$ cat src/rtl/serial_adder_pkg.sv
// serial_adder_pkg
// Shared definitions for the digit-serial adder/subtractor:
//   state_t - controller state encoding (IDLE, RUN, DONE)
//   clog2   - ceiling log2, used to size the digit counter
package serial_adder_pkg;

  typedef enum logic [1:0] {
    IDLE = 2'b00,
    RUN  = 2'b01,
    DONE = 2'b10
  } state_t;

  function automatic int clog2(input int n);
    int r;
    r = 0;
    while ((1 << r) < n) r++;
    return r;
  endfunction

endpackage

$ cat src/rtl/fa_vr.sv
// fa_vr
// One-bit full adder cell, chained DIGIT times to form the per-cycle ripple.
// Ports:
//   sum   - a ^ b ^ c_in
//   c_out - carry generated or propagated out of this bit
//   a, b  - operand bits
//   c_in  - carry into this bit
module fa_vr (
  output logic sum,
  output logic c_out,
  input  logic a,
  input  logic b,
  input  logic c_in
);

  assign sum   = a ^ b ^ c_in;
  assign c_out = (a & b) | (c_in & (a ^ b));

endmodule

$ cat src/rtl/serial_adder_vr.sv
// serial_adder_vr
// Multi-cycle WIDTH-bit adder/subtractor that handles DIGIT bits per clock.
// A start/busy/done handshake launches one operation; the result takes
// WIDTH/DIGIT RUN cycles and is presented with a one-cycle done pulse.
// Ports:
//   clk, rst_n  - rising-edge clock, asynchronous active-low reset
//   start       - launch request, honoured only in IDLE or DONE
//   sub         - 0: a + b + c_in, 1: a - b (c_in ignored)
//   a, b, c_in  - operands, captured when start is accepted
//   busy        - high while the operation is running
//   done        - one-cycle pulse when sum/c_out/ovf are updated
//   sum         - result, held until the next completed operation
//   c_out       - carry out of the MSB (no-borrow flag when subtracting)
//   ovf         - signed two's-complement overflow
module serial_adder_vr
  import serial_adder_pkg::*;
#(
  parameter int WIDTH = 8,
  parameter int DIGIT = 1
) (
  input  logic             clk,
  input  logic             rst_n,
  input  logic             start,
  input  logic             sub,
  input  logic [WIDTH-1:0] a,
  input  logic [WIDTH-1:0] b,
  input  logic             c_in,
  output logic             busy,
  output logic             done,
  output logic [WIDTH-1:0] sum,
  output logic             c_out,
  output logic             ovf
);

  localparam int N  = WIDTH / DIGIT;
  // A single-digit operation still needs a one-bit counter.
  localparam int CW = (clog2(N) > 0) ? clog2(N) : 1;
  localparam logic [CW-1:0] LAST = CW'(N - 1);

  state_t           state;
  state_t           state_next;
  logic             accept;
  logic             last;
  logic [WIDTH-1:0] a_sh;
  logic [WIDTH-1:0] b_sh;
  logic [WIDTH-1:0] sum_sh;
  logic [WIDTH-1:0] sum_shifted;
  logic [CW-1:0]    cnt;
  logic             carry;
  logic [DIGIT-1:0] d_sum;
  logic [DIGIT:0]   chain;

  assign last = (cnt == LAST);

  // Ripple of DIGIT full adders fed by the carry register.
  assign chain[0] = carry;

  generate
    for (genvar i = 0; i < DIGIT; i++) begin : g_fa
      fa_vr u_fa (
        .sum  (d_sum[i]),
        .c_out(chain[i+1]),
        .a    (a_sh[i]),
        .b    (b_sh[i]),
        .c_in (chain[i])
      );
    end
  endgenerate

  // New digit enters at the top so that after N cycles the first digit
  // computed has reached bit 0.
  assign sum_shifted = (sum_sh >> DIGIT) | (WIDTH'(d_sum) << (WIDTH - DIGIT));

  always_comb begin
    state_next = state;
    accept     = 1'b0;
    case (state)
      IDLE, DONE: begin
        if (start) begin
          state_next = RUN;
          accept     = 1'b1;
        end else begin
          state_next = IDLE;
        end
      end
      RUN: begin
        if (last) state_next = DONE;
      end
      default: state_next = IDLE;
    endcase
  end

  // busy/done are decoded from the next state so they come straight off flops.
  always_ff @(posedge clk or negedge rst_n) begin
    if (!rst_n) begin
      state <= IDLE;
      busy  <= 1'b0;
      done  <= 1'b0;
    end else begin
      state <= state_next;
      busy  <= (state_next == RUN);
      done  <= (state_next == DONE);
    end
  end

  // Subtraction is a + ~b + 1, so b is inverted and the carry seeded with 1.
  always_ff @(posedge clk or negedge rst_n) begin
    if (!rst_n) begin
      a_sh   <= '0;
      b_sh   <= '0;
      sum_sh <= '0;
      cnt    <= '0;
      carry  <= 1'b0;
    end else if (accept) begin
      a_sh  <= a;
      b_sh  <= sub ? ~b : b;
      carry <= sub ? 1'b1 : c_in;
      cnt   <= '0;
    end else if (state == RUN) begin
      a_sh   <= a_sh >> DIGIT;
      b_sh   <= b_sh >> DIGIT;
      sum_sh <= sum_shifted;
      carry  <= chain[DIGIT];
      cnt    <= cnt + 1'b1;
    end
  end

  // On the last digit the MSB cell is the top of the ripple, so its carry-in
  // is chain[DIGIT-1] and its carry-out is chain[DIGIT].
  always_ff @(posedge clk or negedge rst_n) begin
    if (!rst_n) begin
      sum   <= '0;
      c_out <= 1'b0;
      ovf   <= 1'b0;
    end else if ((state == RUN) && last) begin
      sum   <= sum_shifted;
      c_out <= chain[DIGIT];
      ovf   <= chain[DIGIT] ^ chain[DIGIT-1];
    end
  end

endmodule

$ cat config.mk
export PLATFORM = sky130hd
export DESIGN_NAME = serial_adder_vr
export DESIGN_NICKNAME = d
export VERILOG_FILES = /design/src/rtl/serial_adder_pkg.sv /design/src/rtl/fa_vr.sv /design/src/rtl/serial_adder_vr.sv
export SDC_FILE = /design/constraint.sdc
export NUM_CORES = 1
export LEC_CHECK = 0
export ABC_CLOCK_PERIOD_IN_PS = 1800
export BUFFER_PORTS_ARGS = -buffer_cell sky130_fd_sc_hd__buf_2
export CAP_MARGIN = 25
export CORE_ASPECT_RATIO = 1.1
export CORE_UTILIZATION = 53
export CTS_BUF_LIST = sky130_fd_sc_hd__clkbuf_4
export CTS_CLUSTER_DIAMETER = 100
export DETAILED_ROUTE_END_ITERATION = 8
export HOLD_SLACK_MARGIN = 0.15
export PLACE_DENSITY = 0.77
export SKIP_LAST_GASP = 1
export SYNTH_ARGS = -nofsm -noshare
export SYNTH_HDL_FRONTEND = slang
export SYNTH_HIERARCHICAL = 1
export SYNTH_SLANG_ARGS = --single-unit
$ cat constraint.sdc
create_clock -name clk -period 1.8 [get_ports clk]
set_input_delay 0.18 -clock clk [delete_from_list [all_inputs] [get_ports clk]]
set_output_delay 0.18 -clock clk [all_outputs]
set_load 0.05 [all_outputs]
==> run metrics <==
CTS tree built; Worst Hold Class input pin to flip-flop; IO Port Bufs 32; initial antenna violation count 0; worst skew pair latency 0.35 ns; cell mode on critical path ha_1; most frequent cells in the layout 50 x nand2_1, 41 x dfrtp_1, 32 x buf_2; root cell of the clock tree clkbuf_4; Filler cells 237; Routed wire per std cell 13.4 um; Synth Area in Adders 0.0254; Resize count post-CTS 0; Die Y 62.6 um; Ports 33; reg2reg start cnt[0]; Final nets 248; sequential share of power 0.385; Synth area leader dfrtp_1; Int Power 2.47 mW; f_max 0.629 GHz; post-synthesis register bit count 41; Via density 5.23; gr ovfl total 0; DP HPWL 2280 um; Initial Util 0.567; worst vdd ir 0.819 mV; min Tclk post-route 1.59 ns; CP cell instances ha_1 -> ha_1 -> nand3b_1 -> buf_4 -> mux2_2; Crit Path Max Fanout 13; largest family of logic cells by synthesized area simple AND/OR/NAND/NOR gates; final hold violations 0; Core Box Area 3130 um2; Multi-input gate area 673 um2; Worst Reg-to-Reg Cells 5; CP Launch Type flip-flop; worst reg2reg path endpoint sum[6]; Max Cap Viol 0; Critical path origin cnt[0]; Slew HR 0.655; reg-to-reg slack, setup 0.21 ns; Layout area overhead 27.3%; commonest non-fill, non-tap cell in the layout nand2_1; Max Slew Vio Count 0; drt initial violations 38; Via Count 1355; CP endpoint sum[6]; syn_nets 195; Avg Cell Area, Syn 10.4 um2; Static Leak 1.13 nW; Clock Path Buffers 2; critical path endpoint category flip-flop; register area share after synthesis 0.579; XOR/XNOR Fraction of Synth Area 0.0445; mux contribution to synthesized area 0.0572; Setup Crit Path Kind flip-flop to flip-flop; worst slew pin tran 0.518 ns; slowest CP cell dfrtp_1; Crit path max-delay family flip-flops; clk slew on worst S/H paths 0.12 ns; Switch Pwr 1.69 mW; Ys Warns 6; Compound-Gate Fraction of Synth Area 0.0897; DIE WIDTH 57.1 um; Setup Fix Bufs, Post-CTS 0; post-synth cell types 24; Post-Synth Simple-Gate Area 0.163; post-synth top area share 0.579; endpoints failing setup 0; Logic pwr share 0.439; Layout Skew 0.00684 ns; first-pass GRT wire length 6070 um; total wire length 3460 um; largest net degree at the start of global routing 26; GRT Util Overall 0.222; GP Congestion 0.718; switching power share of the total 0.406; n_diodes 0; Crit. path cell count 5; synthesized cell area 1770 um2; outcome finished with violations; vias in the first global route 1487; clk sinks 41; die area 3580 um2; Total Power 4.17 mW; worst path arrival time 1.83 ns; layout cells sized above 1 0.258; setup_tns 0 ns; Num CTS Buffers 5; Final period util 0.883; top post-synthesis cells by area dfrtp_1 58%, nand2_1 11%, mux2_2 5.7%, a31oi_1 4.6%, xor2_1 4.0%; Cells after Synth 171; Clk network pwr share 0.176; Req. time, crit path 2.04 ns; row cnt 21; pwr dens 1850 nW/um2; Worst Path Buf+Inv 1; DRT Pass-1 Iters 6; Register Area 1030 um2; Final ANT Viol Nets 0; failing checks DRC; RSZ-0062 raised after global routing no; H-tree Lvls 2; CP peak stage delay 0.42 ns; DRC Markers 2
## logic make-up (layout without fill, tap and decap cells)
logic type	after synthesis	count (layout)
compound gates	24	24
buf+inv	13	67
fa+ha+maj	3	3
simple gates	72	72
flops	41	41
xor+xnor	9	9
mux	9	9
## metrics by stage
step	util	cells	cell area, um2	setup WS [ns]	hold WS [ns]
after floorplan	-	171	1770	0.272	-0.116
after global placement	0.634	234	1980	0.299	0.171
after detailed placement	0.634	234	1980	0.217	0.187
after CTS	0.721	259	2250	0.207	0.157
after global routing	0.721	259	2250	0.127	0.171
final	0.721	259	2250	0.211	0.173
## cell usage after synthesis
cell type	n
nand2_1	50
dfrtp_1	41
nor2_1	15
a31oi_1	13
mux2_2	9
xor2_1	8
buf_4	5
a22o_1	4
buf_2	4
o21ai_0	4
clkbuf_1	2
ha_1	2
inv_1	2
nand2b_1	2
a21o_1	1
a21oi_1	1
a221o_1	1
and2b_1	1
fa_1	1
nand3_1	1
nand3b_1	1
nor2_2	1
nor2b_1	1
xnor2_1	1
## sequential cells by signal (all words and copies together) (netlist names)
| signal | count |
|---|---|
| b_sh | 8 |
| done | 1 |
| state | 2 |
| sum | 8 |
| busy | 1 |
| cnt | 3 |
| a_sh | 8 |
| sum_sh | 7 |
| c_out | 1 |
| ovf | 1 |
| carry | 1 |
## how the worst min path moves through the flow
stage          start  depth (start not counted)       to  slack, ns
2_1_floorplan  rst_n                          0  a_sh[0]      -0.12
3_3_place_gp   rst_n                          1     done       0.17
3_5_place_dp   rst_n                          1   sum[6]       0.19
4_1_cts        start                          3     busy       0.16
5_1_grt         b[7]                          3  b_sh[7]       0.17
6_report        b[7]                          3  b_sh[7]       0.17
## what timing repair did
action,CTS,global route
hold buffers,17,0
hold endpoints to repair,39,0
endpoints found under the setup margin,0,0
## per-layer routing
layer  track usage  vias up  part of all wire
met3        0.0621        6             0.045
met4        0.0823        0             0.014
met5             0        -                 0
met1         0.253      646              0.44
li1              -      666                 -
met2         0.391       37              0.50
## power groups by stage
| stage | clock, mW | sequential, mW | combinational [mW] |
|---|---|---|---|
| after detailed placement | 0 | 1.63 | 1.81 |
| final | 0.732 | 1.61 | 1.83 |
| after CTS | 0.744 | 1.61 | 1.84 |
| after floorplan | 0 | 2.00 | 0.980 |
| after global routing | 0.779 | 1.65 | 2.00 |
| after global placement | 0 | 1.60 | 1.74 |
## cell type report
class / count / share of cell area
flip-flops and latches: 41 / 0.455
inverters: 2 / 0.00333
clock inverters: 3 / 0.0289
repair buffers: 57 / 0.179
well taps: 34 / 0.0189
multi-input cells: 117 / 0.299
clock buffers: 5 / 0.0166
## worst register-to-register path: stages, from the launching register on
cell      delay (ns)
dfrtp_1         0.42
ha_1            0.21
ha_1            0.20
nand3b_1        0.09
buf_4           0.20
mux2_2          0.36
No activity file was read; power rests on OpenSTA's default activity.
